File: src/rtl/load_store_unit.sv
// rtl/load_store_unit.sv - sub-word load/store sequencer for a big-endian word-wide data memory
// Handles LB/LH/LW(U) extraction, SB/SH read-modify-write and misalignment flagging.
module load_store_unit (
  input  logic        clock,
  input  logic        reset,
  input  logic        req,
  input  logic [2:0]  op,
  input  logic [31:0] addr,
  input  logic [31:0] wdata,
  output logic        ready,
  output logic        done,
  output logic        error,
  output logic [31:0] rdata,
  output logic [31:0] mem_address,
  output logic [31:0] mem_write_data,
  output logic        MemRead,
  output logic        MemWrite,
  input  logic [31:0] mem_read_data
);

  localparam logic [2:0] OP_LB  = 3'b000;
  localparam logic [2:0] OP_LH  = 3'b001;
  localparam logic [2:0] OP_LW  = 3'b010;
  localparam logic [2:0] OP_SB  = 3'b011;
  localparam logic [2:0] OP_LBU = 3'b100;
  localparam logic [2:0] OP_LHU = 3'b101;
  localparam logic [2:0] OP_SH  = 3'b110;
  localparam logic [2:0] OP_SW  = 3'b111;

  typedef enum logic [2:0] {
    IDLE     = 3'd0,
    LOAD     = 3'd1,
    STORE_RD = 3'd2,
    STORE_WR = 3'd3,
    RESP     = 3'd4
  } state_t;

  state_t      state;
  logic [2:0]  op_q;
  logic [31:0] addr_q;
  logic [31:0] wdata_q;
  logic        ready_q;
  logic        done_q;
  logic        error_q;
  logic        rd_q;
  logic        wr_q;
  logic [31:0] rdata_q;
  logic [31:0] wr_data_q;
  logic        misaligned;
  logic        is_load;

  // Lanes are big-endian: byte offset 0 is the most significant byte.
  function automatic logic [31:0] extract(input logic [2:0] o, input logic [1:0] off,
                                          input logic [31:0] w);
    logic [7:0]  b;
    logic [15:0] h;
    logic [31:0] r;
    case (off)
      2'd0:    b = w[31:24];
      2'd1:    b = w[23:16];
      2'd2:    b = w[15:8];
      default: b = w[7:0];
    endcase
    h = off[1] ? w[15:0] : w[31:16];
    case (o)
      OP_LB:   r = {{24{b[7]}}, b};
      OP_LBU:  r = {24'b0, b};
      OP_LH:   r = {{16{h[15]}}, h};
      OP_LHU:  r = {16'b0, h};
      default: r = w;
    endcase
    return r;
  endfunction

  function automatic logic [31:0] merge(input logic [2:0] o, input logic [1:0] off,
                                        input logic [31:0] w, input logic [31:0] d);
    logic [31:0] r;
    r = w;
    if (o == OP_SB) begin
      case (off)
        2'd0:    r[31:24] = d[7:0];
        2'd1:    r[23:16] = d[7:0];
        2'd2:    r[15:8]  = d[7:0];
        default: r[7:0]   = d[7:0];
      endcase
    end else if (off[1]) begin
      r[15:0] = d[15:0];
    end else begin
      r[31:16] = d[15:0];
    end
    return r;
  endfunction

  always_comb begin
    misaligned = 1'b0;
    if ((op == OP_LH || op == OP_LHU || op == OP_SH) && addr[0])
      misaligned = 1'b1;
    if ((op == OP_LW || op == OP_SW) && addr[1:0] != 2'b00)
      misaligned = 1'b1;
    is_load = !(op == OP_SB || op == OP_SH || op == OP_SW);
  end

  always_ff @(posedge clock) begin
    if (reset) begin
      state     <= IDLE;
      op_q      <= 3'b000;
      addr_q    <= 32'h0;
      wdata_q   <= 32'h0;
      ready_q   <= 1'b1;
      done_q    <= 1'b0;
      error_q   <= 1'b0;
      rd_q      <= 1'b0;
      wr_q      <= 1'b0;
      rdata_q   <= 32'h0;
      wr_data_q <= 32'h0;
    end else begin
      done_q    <= 1'b0;
      error_q   <= 1'b0;
      rd_q      <= 1'b0;
      wr_q      <= 1'b0;
      wr_data_q <= 32'h0;
      case (state)
        IDLE: begin
          if (req) begin
            op_q    <= op;
            addr_q  <= addr;
            wdata_q <= wdata;
            ready_q <= 1'b0;
            if (misaligned) begin
              state   <= RESP;
              done_q  <= 1'b1;
              error_q <= 1'b1;
            end else if (is_load) begin
              state <= LOAD;
              rd_q  <= 1'b1;
            end else if (op == OP_SW) begin
              state     <= STORE_WR;
              wr_q      <= 1'b1;
              wr_data_q <= wdata;
            end else begin
              state <= STORE_RD;
              rd_q  <= 1'b1;
            end
          end
        end
        LOAD: begin
          rdata_q <= extract(op_q, addr_q[1:0], mem_read_data);
          state   <= RESP;
          done_q  <= 1'b1;
        end
        STORE_RD: begin
          // The write-data register doubles as the merge register.
          wr_data_q <= merge(op_q, addr_q[1:0], mem_read_data, wdata_q);
          wr_q      <= 1'b1;
          state     <= STORE_WR;
        end
        STORE_WR: begin
          state  <= RESP;
          done_q <= 1'b1;
        end
        RESP: begin
          state   <= IDLE;
          ready_q <= 1'b1;
        end
        default: begin
          state   <= IDLE;
          ready_q <= 1'b1;
        end
      endcase
    end
  end

  // Enables are masked by reset so an interrupted store can never reach memory.
  assign MemRead        = rd_q && !reset;
  assign MemWrite       = wr_q && !reset;
  assign ready          = ready_q;
  assign done           = done_q;
  assign error          = error_q;
  assign rdata          = rdata_q;
  assign mem_address    = {addr_q[31:2], 2'b00};
  assign mem_write_data = wr_data_q;

endmodule

File: config.mk
export PLATFORM = sky130hd
export DESIGN_NAME = load_store_unit
export DESIGN_NICKNAME = d
export VERILOG_FILES = /design/src/rtl/load_store_unit.sv
export SDC_FILE = /design/constraint.sdc
export NUM_CORES = 1
export LEC_CHECK = 0
export CORE_AREA = 2 2 107 186
export CTS_BUF_LIST = sky130_fd_sc_hd__clkbuf_4 sky130_fd_sc_hd__clkbuf_8 sky130_fd_sc_hd__clkbuf_16
export DETAILED_ROUTE_END_ITERATION = 12
export DIE_AREA = 0 0 109 188
export GPL_TIMING_DRIVEN = 0
export PLACE_DENSITY = 0.54
export SYNTH_ARGS = -nofsm -noshare
export SYNTH_HDL_FRONTEND = slang
export SYNTH_SLANG_ARGS = --single-unit
File: constraint.sdc
create_clock -name clock -period 5.3 [get_ports clock]
set_clock_uncertainty 0.1 [all_clocks]
set_input_delay 0.795 -clock clock [delete_from_list [all_inputs] [get_ports clock]]
set_output_delay 0.795 -clock clock [all_outputs]
set_load 0.01 [all_outputs]
==> results of run 1 <==
==> logic make-up (layout without fill, tap and decap cells) <==
logic type                count (synthesis)  in the layout  synth area share
muxes                                    17             17            0.0363
xor gates and xnor gates                  1              1           0.00157
DFF                                     123            123             0.442
buffers and inverters                    86            317            0.0855
other                                     1              2          0.000672
and+or+nand+nor                         266            266             0.210
AOI/OAI and AO/OA                       199            199             0.224
==> metrics by stage <==
step	setup slack, ns	utilization	instances	hold slack (ns)
global route	1.45	0.446	1166	0.370
global placement	1.58	0.414	1135	0.343
finish	1.61	0.446	1166	0.352
floorplan	2.96	-	694	0.336
CTS	1.58	0.446	1166	0.355
detailed placement	1.61	0.414	1135	0.347
==> worst max path at each step <==
| stage | endpoint | slack [ns] | cells past startpoint |
|---|---|---|---|
| 3_3_place_gp | MemRead | 1.58 | 5 |
| 4_1_cts | MemRead | 1.58 | 5 |
| 5_1_grt | MemWrite | 1.45 | 5 |
| 6_report | MemRead | 1.61 | 5 |
| 2_1_floorplan | MemRead | 2.96 | 3 |
| 3_5_place_dp | MemRead | 1.61 | 5 |
==> placed cells by master (no fill, tap or decap), drive strengths merged, types with 4 or more instances in the layout <==
cell           netlist  routed
a32oi                7       7
nor2b                7       7
dfxtp              123     123
a21oi               79      79
nor2                41      41
clkinv               1       6
a31oi               13      13
nand2              173     173
clkbuf              40      59
o221a                4       4
a211oi              25      25
nand3                6       6
nand3b              10      10
a22o                10      10
mux2                 6       6
nor3b                5       5
clkinvlp             0       4
a31o                 7       7
buf                 43      43
mux2i                9       9
clkdlybuf4s50        0     200
o21ai               36      36
nor3                 9       9
==> final cells by class <==
| cell class | instances | share of cell area |
|---|---|---|
| Sequential cell | 123 | 0.290 |
| Timing Repair Buffer | 200 | 0.236 |
| Inverter | 3 | 0.00133 |
| Multi-Input combinational cell | 485 | 0.311 |
| Tap cell | 241 | 0.0356 |
| Clock buffer | 19 | 0.0527 |
| Buffer | 83 | 0.0549 |
| Clock inverter | 12 | 0.0176 |
==> worst reg2reg max path, stage by stage (launching register included) <==
cell and delay (ns):
sky130_fd_sc_hd__dfxtp_1 0.29, sky130_fd_sc_hd__clkbuf_1 0.19, sky130_fd_sc_hd__nor3b_1 0.54, sky130_fd_sc_hd__nor3b_1 0.80
sky130_fd_sc_hd__a32oi_1 0.33, sky130_fd_sc_hd__a21oi_1 0.24
==> per-layer routing <==
layer	wire [µm]	share of wire
met4	1190	0.056
met5	0	0
met1	7690	0.36
met3	1220	0.057
met2	11300	0.53
==> state kept, by name, indices dropped and copies added (netlist names) <==
name,count
rdata,32
addr_q,32
wr_q,1
state,3
mem_write_data,32
wdata_q,16
op_q,3
done,1
ready,1
rd_q,1
error,1
==> power by group <==
part | switching (mW) | total (mW) | internal [mW]
Combinational | 0.263 | 0.517 | 0.255
Clock | 0.437 | 1.19 | 0.750
Sequential | 0.0316 | 1.01 | 0.981
==> results list, run 1 <==
- Area of the placeable core: between 15000 and 20000 µm²
- Slowest CP cell: sky130_fd_sc_hd__clkdlybuf4s50_1
* Overflow left after global routing: 0
- Setup repair after global routing missed its margin: no
- After detailed routing, the number of remaining DRC violations is 0.
* Largest net degree at the start of global routing: 17
- Post-CTS timing repair inserted 0 buffers for setup.
* Final critical-path required period: 3.69 ns
* Total power consumption of the routed design: about 2.7 mW
* Register Area: around 2500 µm²
- The placed instances occupy a cell area of 7880 µm².
- For this design, the CTS-stage hold fixing added 0 buffers.
* Arr. time, crit path: 2.79 ns
- Met3 track demand over resource: 0.0497
- The synthesized design spends more area on one cell type than any other, namely sky130_fd_sc_hd__dfxtp_1.
- Counting instances, the worst hold path has a depth of 2.
* Dominant delay contributor by cell family on the critical path: buffers and inverters
* Ratio of final minimum period to clock period: 0.695
- For this run, the number of Yosys warnings is 0.
- VDD sags by at most 0.156 mV.
* Synthesized area per cell: roughly 8.0 µm²
- Fin Setup TNS: 0 ns
- STA classifies the critical path endpoint as an output pin.
- The critical path contains buffers and inverters numbering 4 combined.
* Clk sink count: around 120
- In this run the worst setup path begins at reset.
* Most numerous cell in the Yosys netlist: sky130_fd_sc_hd__nand2_1
- TritonCTS built the clock tree.
- Met2 routing resource usage after global routing: 0.376
* Initial antenna violation count: 0
- Max-Slew Margin vs Limit: 0.237
* Setup violators final: 0
* Library cell appearing most often on the critical path: sky130_fd_sc_hd__clkdlybuf4s50_1
- Site row count: 67
* Final non-filler cell area: 8480 µm²
- Count of flip-flops with a built-in enable after synthesis: 0
- Setup slack on the worst reg-to-reg path comes out at approximately 2.7 ns.
- The worst hold path begins at addr_q[9].
* Final Max Slew Viols: 0
- After synthesis the cells add up to 5580 µm².
* Last weighted congestion value of the routability-driven placer: approximately 0.94
- Vertical die dimension: 188 µm
- Global-route wire length before repair: 32000 µm
- The worst register-to-register path ends at mem_write_data[4].
- In this run the power density over the cells is approximately 320 nW/µm².
- Fill cells in the final layout number ~1900.
- Die Wd: about 110 µm
- Area delta synth->final: 52.1%
* Count of vias placed by the detailed router: roughly 5800
- The worst hold path belongs to the class flip-flop to flip-flop.
- Ports placed on the boundary: between 200 and 250
* Leakage component of the power: 3.06 nW
- For this run, the total global-route usage over all layers was measured as 0.211.
- The die covers slightly above 20000 µm².
* Post-detailed-placement half-perimeter wirelength: 16900 µm
- End of the worst hold path: addr_q[9]
- In the final layout, the multi-input gates occupy between 2000 and 3000 µm².
* Cell count after synthesis: ~690
* Clock Path Buffers: 2
- Ratio of routed vias to standard cells: between 4 and 5
- Counting cells, the worst reg-to-reg path comes to 5.
- The share of the Yosys chip area taken by registers is 0.442.
- After clock tree synthesis, the clock-pin slew on the worst setup and hold paths is 0.05 ns.
- Share of layout cells above drive strength 1: 0.101
- Maximum level of the CTS H-tree: 4
- In this run the clock root is driven by a sky130_fd_sc_hd__clkbuf_16.
- The first detailed-routing pass ran for 5 iterations.
* Ranking of synthesized cells by instance count: 173 x sky130_fd_sc_hd__nand2_1, 123 x sky130_fd_sc_hd__dfxtp_1, 79 x sky130_fd_sc_hd__a21oi_1
- STA classifies the critical path startpoint as a primary input.
- Counting the buffers created by CTS gives 17.
- Share of flip-flops with an asynchronous set or reset after synthesis: 0
- The share of synthesized area in the top cell type comes to 0.442.
* Insertion delay to the later sink of the worst-skew pair: about 0.42 ns
- Met1 Resource Use GR: 0.217
- Mean routed wirelength per cell: 18.4 µm
- The final layout contains slightly above 1000 nets.
- Routed Wire Length: about 21000 µm
- Number of port buffers: 200
- After clock tree synthesis, the repair step resized 0 gates.
* Global-route layer with the greatest usage: met2
- ANT cells: 0
- Final count of hold timing violations: 0
- After synthesis the netlist holds a flip-flop and latch count of ~120.
- Startpoint of the lowest-slack register-to-register path: state[2]
* Worst Max-Slew Pin Slew: about 1.1 ns
* Initial core utilization: 0.293
- After the first detailed-routing iteration, the DRC count stood at about 340.
- The run finished with clean final reports.
- For this run, the top clock speed supported by timing is approximately 0.27 GHz.
- The via count of the first global-routing pass is 5581.
* Biggest fanout along the worst timing path: 10
* Number of nets with antenna violations after detailed routing: 0
- For this run, the leading register cell type out of synthesis is sky130_fd_sc_hd__dfxtp_1.
- The worst setup path is of the primary input to output pin kind.
- The number of different library cells used by synthesis comes to 48.
- For the worst setup path, the data required time is 4.41 ns.
* Critical Path, Cell by Cell: clkdlybuf4s50_1 -> clkbuf_1 -> buf_1 -> nor2b_1 -> clkdlybuf4s50_1
- Top cells by area, synth: sky130_fd_sc_hd__dfxtp_1 44%, sky130_fd_sc_hd__nand2_1 12%, sky130_fd_sc_hd__a21oi_1 7.1%
- CP max stage delay: slightly above 0.5 ns
- Total of max-cap violations: 0
(Power assumes the default switching activity.)
==> run 2: changes to the inputs <==
==> constraint.sdc (replaced) <==
create_clock -name clock -period 3.55 [get_ports clock]
set_clock_uncertainty 0.1 [all_clocks]
set_input_delay 0.5325 -clock clock [delete_from_list [all_inputs] [get_ports clock]]
set_output_delay 0.5325 -clock clock [all_outputs]
set_load 0.01 [all_outputs]
==> results of run 2 <==
The final DEF is identical to that of run 1. Status: finished clean.
Among the figures that moved: setup slack after placement 1.61 ns -> 0.383 ns; setup slack after layout 1.61 ns -> 0.389 ns; register-to-register setup slack 2.73 ns -> 0.98 ns; total power 2.72 mW -> 4.06 mW; worst IR drop on VDD 0.156 mV -> 0.232 mV
